$ cat src/rtl/imem_loader_arb.sv
// Instruction-memory arbiter: fetch passthrough in IDLE, byte-stream loader writes LE words while the core is stalled.
// Latency: fetch is combinational (zero latency); one word write every 4 accepted bytes + 1 WRITE cycle.
// Backpressure: ld_ready only in COLLECT; the core is stalled with NOPs for the whole session.
// Optional: define IMEM_LOAD_CSUM_EN to add the ld_csum running-sum output.
module imem_loader_arb #(
  parameter int unsigned ADDR_W   = 12,
  parameter logic [31:0] NOP_WORD = 32'h0000_0013
) (
  input  logic              clk,
  input  logic              rst,
  input  logic              ld_start,
  input  logic [ADDR_W-1:0] ld_base,
  input  logic [ADDR_W:0]   ld_len,
  input  logic              ld_abort,
  input  logic [7:0]        ld_byte,
  input  logic              ld_valid,
  output logic              ld_ready,
  output logic              ld_busy,
  output logic              ld_done,
`ifdef IMEM_LOAD_CSUM_EN
  output logic [31:0]       ld_csum,
`endif
  input  logic [ADDR_W-1:0] fetch_addr,
  output logic [31:0]       fetch_data,
  output logic              fetch_stall,
  output logic [ADDR_W-1:0] mem_addr,
  output logic              mem_en,
  output logic [31:0]       mem_wdata,
  input  logic [31:0]       mem_rdata
);

  typedef enum logic [1:0] {
    S_IDLE    = 2'd0,
    S_COLLECT = 2'd1,
    S_WRITE   = 2'd2,
    S_DONE    = 2'd3
  } state_t;

  state_t            state_q;
  logic [ADDR_W-1:0] base_q;
  logic [ADDR_W:0]   len_q;
  logic [ADDR_W:0]   wcnt_q;
  logic [ADDR_W:0]   wcnt_d;
  logic [1:0]        idx_q;
  logic [31:0]       asm_q;
  logic [ADDR_W-1:0] wr_addr;

  // Next word count and the wrapping write address for the current word.
  assign wcnt_d  = wcnt_q + 1'b1;
  assign wr_addr = base_q + wcnt_q[ADDR_W-1:0];

`ifdef IMEM_LOAD_CSUM_EN
  logic [31:0] csum_q;
  logic [31:0] csum_d;
  assign csum_d  = csum_q + asm_q;
  assign ld_csum = csum_q;

  // Running sum of committed words; cleared on accepted start, held otherwise.
  always_ff @(posedge clk) begin
    if (rst) begin
      csum_q <= '0;
    end else if (state_q == S_IDLE && ld_start) begin
      csum_q <= '0;
    end else if (state_q == S_WRITE && !ld_abort) begin
      csum_q <= csum_d;
    end
  end
`endif

  // Session FSM plus byte assembly; abort wins over the write in WRITE.
  always_ff @(posedge clk) begin
    if (rst) begin
      state_q <= S_IDLE;
      base_q  <= '0;
      len_q   <= '0;
      wcnt_q  <= '0;
      idx_q   <= '0;
      asm_q   <= '0;
    end else begin
      case (state_q)
        S_IDLE: begin
          if (ld_start) begin
            base_q  <= ld_base;
            len_q   <= ld_len;
            wcnt_q  <= '0;
            idx_q   <= '0;
            asm_q   <= '0;
            state_q <= (ld_len == '0) ? S_DONE : S_COLLECT;
          end
        end
        S_COLLECT: begin
          if (ld_abort) begin
            state_q <= S_IDLE;
          end else if (ld_valid) begin
            asm_q[{idx_q, 3'b000} +: 8] <= ld_byte;
            idx_q <= idx_q + 2'd1;
            if (idx_q == 2'd3) begin
              state_q <= S_WRITE;
            end
          end
        end
        S_WRITE: begin
          if (ld_abort) begin
            state_q <= S_IDLE;
          end else begin
            wcnt_q  <= wcnt_d;
            state_q <= (wcnt_d == len_q) ? S_DONE : S_COLLECT;
          end
        end
        default: begin
          state_q <= S_IDLE;
        end
      endcase
    end
  end

  // Output decode from the registered state; only mem_en sees the abort input.
  always_comb begin
    mem_addr    = fetch_addr;
    fetch_data  = mem_rdata;
    fetch_stall = 1'b0;
    ld_busy     = 1'b0;
    if (state_q != S_IDLE) begin
      mem_addr    = wr_addr;
      fetch_data  = NOP_WORD;
      fetch_stall = 1'b1;
      ld_busy     = 1'b1;
    end
    ld_ready = (state_q == S_COLLECT);
    ld_done  = (state_q == S_DONE);
    mem_en   = (state_q == S_WRITE) && !ld_abort;
  end

  assign mem_wdata = asm_q;

endmodule

$ cat config.mk
export PLATFORM = sky130hd
export DESIGN_NAME = imem_loader_arb
export DESIGN_NICKNAME = d
export VERILOG_FILES = /design/src/rtl/imem_loader_arb.sv
export SDC_FILE = /design/constraint.sdc
export NUM_CORES = 1
export LEC_CHECK = 0
export CELL_PAD_IN_SITES_DETAIL_PLACEMENT = 0
export CELL_PAD_IN_SITES_GLOBAL_PLACEMENT = 1
export CORE_MARGIN = 4
export CORE_UTILIZATION = 31
export CTS_CLUSTER_DIAMETER = 60
export DETAILED_ROUTE_END_ITERATION = 8
export GPL_ROUTABILITY_DRIVEN = 1
export PLACE_DENSITY = 0.79
export SYNTH_ARGS = -nofsm -noshare
export SYNTH_HDL_FRONTEND = slang
export SYNTH_SLANG_ARGS = --single-unit
$ cat constraint.sdc
create_clock -name clk -period 2.4 [get_ports clk]
set_input_delay 0.48 -clock clk [delete_from_list [all_inputs] [get_ports clk]]
set_output_delay 0.48 -clock clk [all_outputs]
set_load 0.02 [all_outputs]
---- Yosys cells after proc, flatten, opt, wreduce, memory -nomap -nowiden ----
Cells that the tools add are included.
word-level totals
  register bits after elaboration ......... 74
  latch bits .............................. 0
  bits in writable memories ............... 0
  ROM bits ................................ 0
  input bits .............................. 82
  output and inout port bits .............. 81
  word-level logic and storage cells ...... 57
  memories ................................ 0
cells by class
  add/subtract/negate cells ............... 4
  $mul .................................... 0
  divide/modulo/power cells ............... 0
  magnitude comparators ................... 0
  equal/unequal tests ..................... 11
  shift-type cells ........................ 2
  muxes and demuxes ....................... 23
  bitwise gates (word level) .............. 0
  reductions and logical operators ........ 11
operators with widths
  kind                                                                      number
  32-bit 2-to-1 mux                                                         4
  32-bit case mux with 2 select lines                                       1
  32-bit bitwise mux                                                        1
  8-bit by 7-bit variable shift with 32-bit output (first input constant)   1
  8-bit by 7-bit variable part select with 32-bit output                    1
  13-bit 2-to-1 mux                                                         2
  13-bit case mux with 2 select lines                                       1
  2-bit 2-to-1 mux                                                          10
  13-bit by 1-bit adder with 13-bit output (second input constant)          1
  13-bit equality test                                                      1
  13-bit logical NOT                                                        1
  12-bit adder                                                              1
  12-bit 2-to-1 mux                                                         1
  2-bit inequality test (second input constant)                             4
  5-bit negator with 7-bit output                                           1
  2-bit equality test (second input constant)                               3
  2-bit case mux with 3 select lines                                        1
  3-bit AND reduction                                                       2
  2-bit nonzero test                                                        3
  2-bit case mux with 2 select lines                                        1
  4-bit AND reduction                                                       1
  3-bit by 2-bit inequality test with 1-bit output (second input constant)  1
  3-bit inequality test (second input constant)                             1
  2-bit by 1-bit adder with 2-bit output (second input constant)            1
  other kinds (6)                                                           6

---- Depth between registers and ports, before layout ----
  depth after elaboration ................. 6
  depth in mapped cells ................... 9
  gate-level depth less buffers ........... 9

---- Least setup slack after synthesis ----
No wires, ideal clock.
  path kind ............................... register to output
  from .................................... reg wcnt_q[0]
  to ...................................... out mem_addr[10]
  data arrival time ....................... 2204 ps
  data required time ...................... 1920 ps
  setup slack ............................. -284 ps
  stages on the path, launching flop included .. 10
  buffers on the path ..................... 0
  cells stage by stage .................... dfxtp_1 > ha_1 > inv_1 > fa_1 > nor2b_1 > o21ai_0 > a21o_1 > a31oi_1 > nor3_1 > o31ai_1
on the way
  longest elaborated chain between the ends .. 2
ends and longest elaborated chain
  element                 line  text
  from (decl)             42    logic [ADDR_W:0] wcnt_q;
  from (signal assigned)  106   wcnt_q <= wcnt_d;
  12-bit adder            50    assign wr_addr = base_q + wcnt_q[ADDR_W-1:0];
  12-bit 2-to-1 mux       123   if (state_q != S_IDLE) begin
  to (decl)               26    output logic [ADDR_W-1:0] mem_addr,
No other way between the ends.

---- Worst setup path in the final report ----
  from .................................... reg base_q[0]
  to ...................................... out mem_addr[8]
on the way
  longest elaborated chain between the ends .. 2
ends and longest elaborated chain
  element                 line  text
  from (decl)             40    logic [ADDR_W-1:0] base_q;
  from (signal assigned)  83    base_q <= ld_base;
  12-bit adder            50
  12-bit 2-to-1 mux       123
No other way between the ends.

==> results.md <==
* Fraction of layout cells with a size suffix above 1 at 16.5%
* Pin count of the biggest net entering global routing at 52
* Switching share of power at 28.0%
* Antenna Cells at 0
* H-tree depth at 3
* Critical Path AT at 2.21 ns
* Latest clock arrival within the worst-skew pair at 0.33 ns
* Relative slew margins at 59.8%
* Net Count, Synth at 657
* Tot GR Track Use at 17.1%
* DR pass1 iterations at 4
* Pint at 2.41 mW
* Register area share after synthesis at 34.8%
* Hold Path Class: reg -> reg
* Initial DRC Count at 177
* # rows at 42
* Cts hold-fix bufs at 0
* Kind of end point of the critical path: output pin
* Fin cells at 932
* Number of flops mapped to enable cells by yosys at 0
* Grt ovf at 0
* Reg power frac at 38.6%
* Vias per inst at 4.85
* Die width at 125 um
* Final Skew at 0.00509 ns
* Biggest area consumer among synthesized cells: dfxtp_1
* DRC Markers at 0
* Final WL at 13.9 mm
* R2R Setup Slk at 0.39 ns
* Setup ws final at -0.286 ns
* Vias after detailed routing at 4,522
* Synth area leaders: dfxtp_1 (35%), nand2_1 (9.5%), a21oi_1 (9.2%)
* Placed cell count at 913
* Full die area at 15,700 um2
* Setup violations, final at 7
* Final Hold Viols at 0
* Netlist cell types at 54
* Leakage at 2.81 nW
* F_max at 372 MHz
* First-pass GRT wire length at 22.5 mm
* Pre-CTS setup slack at -0.560 ns
* Initial antenna violation count at 0
* Sw Pwr at 935 uW
* Critical path class: reg -> out
* Status: finished, violations left
* PortBufs at 162
* Worst slew pin tran at 0.599 ns
* Synth Register Bits at 74
* Vias in the first global route at 4,475
* CP Max Fanout at 3
* Maxcap violations at 0
* WL/cell at 14.9 um
* RSZ-0062 raised after global routing: true
* Die H at 125 um
* Post-layout min period at 2.69 ns
* CTS tree: yes
* CTS root buf: clkbuf_16
* Yosys top cell area share at 34.8%
* Max rail drop VDD at 0.335 mV
* Avg Cell Area, Syn at 7.62 um2
* Area of the multi-input gates at 2700 um2
* Register area at 1490 um2
* Period utilization at 112%
* DP HPWL at 10.4 mm
* Clock sinks at 74
* Cts bufs inserted at 9
* Core ar. at 13,300 um2
* Fillers at 1,320
* Fin nets at 851
* Critical path required time at 1.92 ns
* Clock power share at 37.6%
* Fin. max-slew vios at 0
* Starting Density at 31.9%
* Area Overhead vs Synth at 59.9%
* Final ANT Viol Nets at 0
* Post-Synthesis Cells at 558
* Async set-reset flop share out of synthesis at 0%
* Startpoint Class: register
* Clock-pin slew on the worst setup and hold paths at 0.06 ns
* Failing checks: setup timing
* Bufs on Longest Clock Path at 2
* Combinational Power Share at 23.9%
* Number of synthesis warnings at 0
* Ys flop type: dfxtp_1
* Final TNS setup at -1.03 ns
* Mapped Area at 4250 um2
* Final GP Congestion at 0.855
* Ports at 163
* PwrDens at 492 nW/um2
-- cells in the mapped netlist (5+ instances only) --
library cell and number:
nand2_1 108, buf_2 7, o21a_1 5, or3_1 6, inv_1 8, nor3_1 11, o21ai_1 5, xnor2_1 17
a21o_1 5, ha_1 16, nor2_1 30, a21oi_1 78, clkbuf_1 18, and2_1 33, nand3_1 38, dfxtp_1 74
xor2_1 10, o21ai_0 25
-- area by class of cell --
class / count / share of cell area, %
flip-flops and latches: 74 / 21.9
multi-input cells: 443 / 39.6
clock inverters: 4 / 0.386
inverters: 10 / 0.552
well taps: 176 / 3.24
clock buffers: 11 / 3.72
repair buffers: 214 / 30.6
-- power by group through the flow --
stage	combinational, mW	sequential (mW)	clock (mW)
final	0.799	1.29	1.26
after global placement	0.782	1.31	0
after global routing	0.864	1.29	1.33
after detailed placement	0.792	1.32	0
after floorplan	0.400	1.31	0
after CTS	0.806	1.29	1.28
-- sequential cells by signal, summed over array words and instances (netlist names) --
register	flops
state_q	2
base_q	12
wcnt_q	13
mem_wdata	32
len_q	13
idx_q	2
-- timing repair --
| action | 4_1_cts | 5_1_grt |
|---|---|---|
| gates cloned | 1 | 0 |
| resized for setup | 78 | 33 |
| endpoints found under the hold margin | 0 | 0 |
| setup buffers | 1 | 3 |
| endpoints found under the setup margin | 13 | 11 |
| pin swaps | 15 | 13 |
-- worst paths after layout --
| check | cells after the start | start | to |
|---|---|---|---|
| max | 10 | base_q[0] | mem_addr[8] |
| min | 2 | mem_wdata[28] | mem_wdata[28] |
| max reg2reg | 8 | wcnt_q[0] | state_q[1] |
| min reg2reg | 2 | mem_wdata[28] | mem_wdata[28] |
-- through the flow --
step / power [mW] / hold slack (ns) / utilization (%) / cell area [um2]
finish: 3.34 / 0.454 / 51.0 / 6800
global route: 3.49 / 0.478 / 51.0 / 6800
detailed placement: 2.11 / 0.446 / 47.5 / 6350
global placement: 2.10 / 0.437 / 47.5 / 6350
floorplan: 1.71 / 0.441 / - / 4280
CTS: 3.38 / 0.454 / 50.2 / 6700
-- layout by cell type (no fill, tap or decap), types with 6 or more instances in the layout --
master,Yosys,final
buf_4,1,54
a21oi_1,78,75
nor3_1,11,10
xnor2_1,17,14
or3_1,6,6
xor2_1,10,10
clkbuf_16,0,9
o21ai_1,5,9
and2_1,33,33
dlymetal6s2s_1,0,19
nand3_1,38,36
ha_1,16,14
nor2_1,30,29
inv_1,8,7
nand2_1,108,107
o21ai_0,25,18
dfxtp_1,74,70
clkdlybuf4s50_1,0,126
dlygate4sd2_1,0,6
-- per-layer routing --
metal,global-route usage [%],wire [um],vias to the layer above,share of wire [%]
li1,-,-,2300,-
met5,0,0,-,0
met3,5.84,910,18,6.6
met4,5.10,258,0,1.9
met2,29.3,6940,121,50
met1,20.4,5770,2083,42
-- worst max-delay path, stage by stage (launching register included) --
cell	delay, ns
dfxtp_2	0.35
ha_4	0.14
inv_2	0.03
fa_2	0.34
nor2b_2	0.13
o21ai_2	0.07
a21o_1	0.19
a31oi_1	0.17
a211oi_1	0.10
o31ai_2	0.18
buf_4	0.18
-- kinds of logic after synthesis --
kind of cell / count (synthesis) / synth area share, %
flops: 74 / 34.8
xor+xnor: 27 / 5.56
compound gates: 135 / 18.0
simple gates: 261 / 31.1
buf+inv: 41 / 4.62
fa+ha+maj: 17 / 5.18
mux: 3 / 0.735
Power figures use the tool's default switching activity.
==> edit 1: new RTL, same settings <==
Build with the macro `IMEM_LOAD_CSUM_EN` defined.
--- a/src/rtl/imem_loader_arb.sv
+++ b/src/rtl/imem_loader_arb.sv
@@ -2,6 +2,8 @@
 // Latency: fetch is combinational (zero latency); one word write every 4 accepted bytes + 1 WRITE cycle.
 // Backpressure: ld_ready only in COLLECT; the core is stalled with NOPs for the whole session.
 // Optional: define IMEM_LOAD_CSUM_EN to add the ld_csum running-sum output.
+`define IMEM_LOAD_CSUM_EN
+
 module imem_loader_arb #(
   parameter int unsigned ADDR_W   = 12,
   parameter logic [31:0] NOP_WORD = 32'h0000_0013
Behaviour (old outputs only; new: ld_csum): unchanged (equiv_simple and equiv_induct, registers matched by name and starting in step).
==> edit 1 against the unedited design <==
  * The run still ends with setup timing left
  * Final area increased by 67%
  * Sequential cell count increased by 32
  * Worst setup slack got worse by 0.44 ns
  * Routed wire length increased by 83%
  * Combinational power increased by 7.9%
  * Die area increased by 59%
  * Global-route usage increased by 2.5 points
  * Area after synthesis increased by 64%
  * Utilization increased by 0.92 points
  * Power increased by 25%
  * Critical path type unchanged
==> edit 1: results (changes against the unedited design) <==
CTS:
- Clock tree synthesis selected as its root buffer the cell clkbuf_16.
- The total number of H-tree levels is 3 (unchanged).
- The number of gates resized after CTS is 131 (+68%).
- The number of buffers inserted by post-CTS setup repair was 15 (+14).
- The clock latency on the worst-skew pair is 0.36 ns (+0.03 ns).

STA:
- The final critical-path setup slack was -0.725 ns (-0.438 ns).
- The slew at the pin closest to its max-slew limit is 0.702 ns (+0.103 ns).
- The final setup violation count is 17 (+10).
- The worst hold slack after final layout came to 0.463 ns (+0.00861 ns).
- The maximum clock skew at final layout is 0.00962 ns (+0.00453 ns).

Synthesis:
- Sorting the synthesized cells by area gives the leading types as dfxtp_1 (30%), ha_1 (8.4%), a21oi_1 (8.3%).
- The count of cell types in the netlist was 68 (+26%).
- The part of the Yosys area used for sequential elements came to 30.4% (-4.4 points).
- The cell count after synthesis is 927 (+66%).
- By count the netlist is led by nand2_1 (146), a21oi_1 (116), dfxtp_1 (106), nand3_1 (69).
- The number of nets produced by synthesis is 1058 (+61%).

Placement:
- The cell count after placement is 1503 (+65%).
- The placement-stage cell area was 0.0103 sq mm (+63%).
- The detailed-placement wirelength estimate is 18700 um (+80%).
- The count of input and output buffers is 194 (+20%).
- The global placement routability congestion is 0.883 (+3.3%).

Finish:
- The filler cell count in the final layout is 2079 (+57%).
- The number of nets in the layout is 1395 (+64%).
- The fraction of layout cells with a size suffix above 1 is 24.6% (+8.1 points).
- The area added between synthesis and finish is 63.5%.

Worst setup path:
- The worst register-to-register path ends at ld_csum[28].
- The master of the slowest instance on the critical path is a2111oi_0.
- The largest stage delay on the critical path is 0.38 ns (+0.03 ns).
- The setup slack on the worst flop-to-flop path is -0.34 ns (-0.73 ns).
- The startpoint identified for the worst register-to-register timing path is ld_csum[0].
- The arrival time reported for the critical path endpoint is 2.64 ns (+0.43 ns).
- The cell count of the worst reg-to-reg path is 11 (+3).
- The kind of cell adding the most delay to the critical path is compound AO/OA/AOI/OAI gates.
- The worst setup path endpoint is mem_addr[10].
- The peak fanout along the critical path is 2 (-1).

Global routing:
- The first-pass GRT wire length was 39500 um (+76%).
- The number of global-route vias before repair is 7790 (+74%).
- The pin count of the biggest net entering global routing was 64 (+23%).
- The total track usage came to 19.7% (+2.5 points).
- The met1 track utilization from global routing is 25.9% (+5.4 points).
- The fraction of met2 tracks used by global routing was 32.9% (+3.6 points).
- The fraction of met3 tracks used by global routing is 4.24% (-1.6 points).

Detailed routing:
- The average detailed-routed wire length per instance is 16.4 um (+9.8%).
- The total iterations of the first detailed-routing run is 8 (+4).
- The via total after detailed routing is 7946 (+76%).
- The number of DRC markers in iteration 0 came to 409 (+130%).
- The overall routed net length is 25300 um (+83%).

Worst hold path:
- The worst hold path terminates at base_q[5].
- The hold path startpoint is base_q[5].

Run status:
- The final reports fail on setup timing.
- The flow ran to the end, but the final reports show violations.

Power and ir drop:
- The peak supply drop is 0.000243 V (-28%).
- The leakage power total came to 0.00468 uW (+67%).
-- edit 1: cell count changes after synthesis, moves of 10 or more --
cell      unedited run  this run
clkbuf_1            18        31
o21a_1               5        18
dfxtp_1             74       106
a21oi_1             78       116
nor2_1              30        47
nand3_1             38        69
nor3_1              11        29
o21ai_0             25        43
ha_1                16        47
xnor2_1             17        27
nand2_1            108       146
inv_1                8        29
-- edit 1: routing by layer --
layer	routed length (um)	part of all wire [%]
met3	1780	7.0
met5	0	0
met1	11200	44
met2	12000	47
met4	356	1.4
-- edit 1: cell type report --
cell class                      instances  area share [%]
Clock buffer                           13            2.38
Clock inverter                          3           0.198
Inverter                               29           0.956
Multi-Input combinational cell        746            45.1
Sequential cell                       106            18.9
Tap cell                              280            3.08
Timing Repair Buffer                  372            29.4
-- edit 1: kinds of logic (layout without fill, tap and decap cells) --
logic type / Yosys count / count (layout) / synth area share [%]
compound gates: 258 / 258 / 22.8
xor+xnor: 40 / 40 / 5.03
buf+inv: 75 / 417 / 4.60
simple gates: 395 / 395 / 27.5
mux: 4 / 4 / 0.592
flops: 106 / 106 / 30.4
fa+ha+maj: 49 / 49 / 9.01
-- edit 1: through the flow --
stage | setup TNS [ns] | total power [uW]
2_1_floorplan | -0.738 | 2260
3_3_place_gp | -6.87 | 2720
3_5_place_dp | -7.39 | 2720
4_1_cts | -4.18 | 4200
5_1_grt | -6.58 | 4340
6_report | -4.59 | 4170
-- edit 1: power breakdown --
| group | switching [uW] | leakage, uW | internal, uW |
|---|---|---|---|
| registers | 29.2 | 0.000868 | 1790 |
| logic | 458 | 0.00367 | 404 |
| clock network | 690 | 0.000145 | 800 |
| total | 1180 | 0.00468 | 2990 |
==> edit 2: new RTL, config.mk and constraints unchanged <==
Without the edit above. Encoding of `state_t`: now Gray code (2 bits for 4 states).
--- a/src/rtl/imem_loader_arb.sv
+++ b/src/rtl/imem_loader_arb.sv
@@ -30,10 +30,10 @@
 );
 
   typedef enum logic [1:0] {
-    S_IDLE    = 2'd0,
-    S_COLLECT = 2'd1,
-    S_WRITE   = 2'd2,
-    S_DONE    = 2'd3
+    S_IDLE    = 2'b00,
+    S_COLLECT = 2'b01,
+    S_WRITE   = 2'b11,
+    S_DONE    = 2'b10
   } state_t;
 
   state_t            state_q;
Check against the original RTL: no difference found for any inputs over 4 cycles, from zero or initial values and one cycle with rst high; so few cycles prove little.
==> edit 2 against the unedited design <==
  * The flow still finishes with violations (setup timing)
  * Sequential share of layout area about the same
  * Routed wire length increased by 3.1%
  * Final area about the same
  * Count of clock-buffer cells in the layout unchanged
  * Sequential cell count unchanged
  * Worst setup slack improved by 0.070 ns
  * Clock skew increased by 0.0016 ns
  * Area after synthesis increased by 0.82%
  * Power increased by 2.5%
  * First-iteration DRC count increased by 44%
  * Largest cell class unchanged
  * Highest routed layer unchanged
==> edit 2: results (changes against the unedited design) <==
Run status:
- The flow ran to the end, but the final reports show violations.
- The final reports fail on setup timing.

Placement:
- The global placement routability congestion is 0.878 (+2.7%).
- The detailed-placement wirelength estimate was 11300 um (+8.1%).

Global routing:
- The total track usage came to 17.7% (+0.52 points).
- The fraction of met3 tracks used by global routing is 2.88% (-3.0 points).
- The pin count of the biggest net entering global routing is 34 (-35%).
- The number of global-route vias before repair is 4694 (+4.9%).

Finish:
- The number of inverters outside the clock class in the layout is 14 (+4).
- The area used by multi-input combinational logic is 0.00273 sq mm (+1.4%).
- The non-clock buffer contribution to total cell area is 29.4% (-1.2 points).
- The non-clock buffer instance count of the final layout was 217 (+1.4%).

Worst hold path:
- In this run the most critical hold path is launched from mem_wdata[30].

STA:
- The sum of negative setup slack is -0.862 ns (+0.166 ns).
- The maximum clock skew at final layout came to 0.00672 ns (+0.00163 ns).
- The worst max-slew margin expressed relative to the limit was 57.9% (-1.9 points).
- The final setup violation count was 8 (+1).
- The final critical-path setup slack is -0.217 ns (+0.0697 ns).

Detailed routing:
- The routed length on met1 is 6300 um (+9.2%).
- The number of DRC markers in iteration 0 is 255 (+44%).
- The via total after detailed routing is 4794 (+6.0%).
- The met3 wire length is 855 um (-6.0%).

Synthesis:
- The number of nets produced by synthesis came to 679 (+3.3%).
- The part of the Yosys area used for sequential elements came to 34.5% (-0.28 points).

CTS:
- The number of gates resized after CTS is 92 (+18%).

Power and ir drop:
- The leakage power total was 0.00259 uW (-7.6%).
## edit 2: cell count changes after synthesis, sizes merged, moves of 4 or more
cell   before  now
o21ai      30   25
xnor2      17   12
a21oi      78   88
nand2     109  104
nor2       33   40
inv         9   13
## edit 2: stage by stage
| step | setup WS, ns | total power [uW] | hold slack [ns] | util (%) | instances |
|---|---|---|---|---|---|
| floorplan | 0.00504 | 1700 | 0.441 | - | 580 |
| global route | -0.346 | 3580 | 0.476 | 50.7 | 956 |
| global placement | -0.539 | 2100 | 0.443 | 47.8 | 938 |
| detailed placement | -0.552 | 2110 | 0.448 | 47.8 | 938 |
| finish | -0.217 | 3430 | 0.452 | 50.7 | 956 |
| CTS | -0.228 | 3470 | 0.457 | 50.3 | 955 |
## edit 2: logic make-up (layout without fill, tap and decap cells)
group,count (synthesis),in the layout,synth area share [%]
simple gates,275,275,32.1
compound gates,147,147,19.6
flops,74,74,34.5
buf+inv,47,247,4.52
xor+xnor,20,20,4.08
fa+ha+maj,17,17,5.13
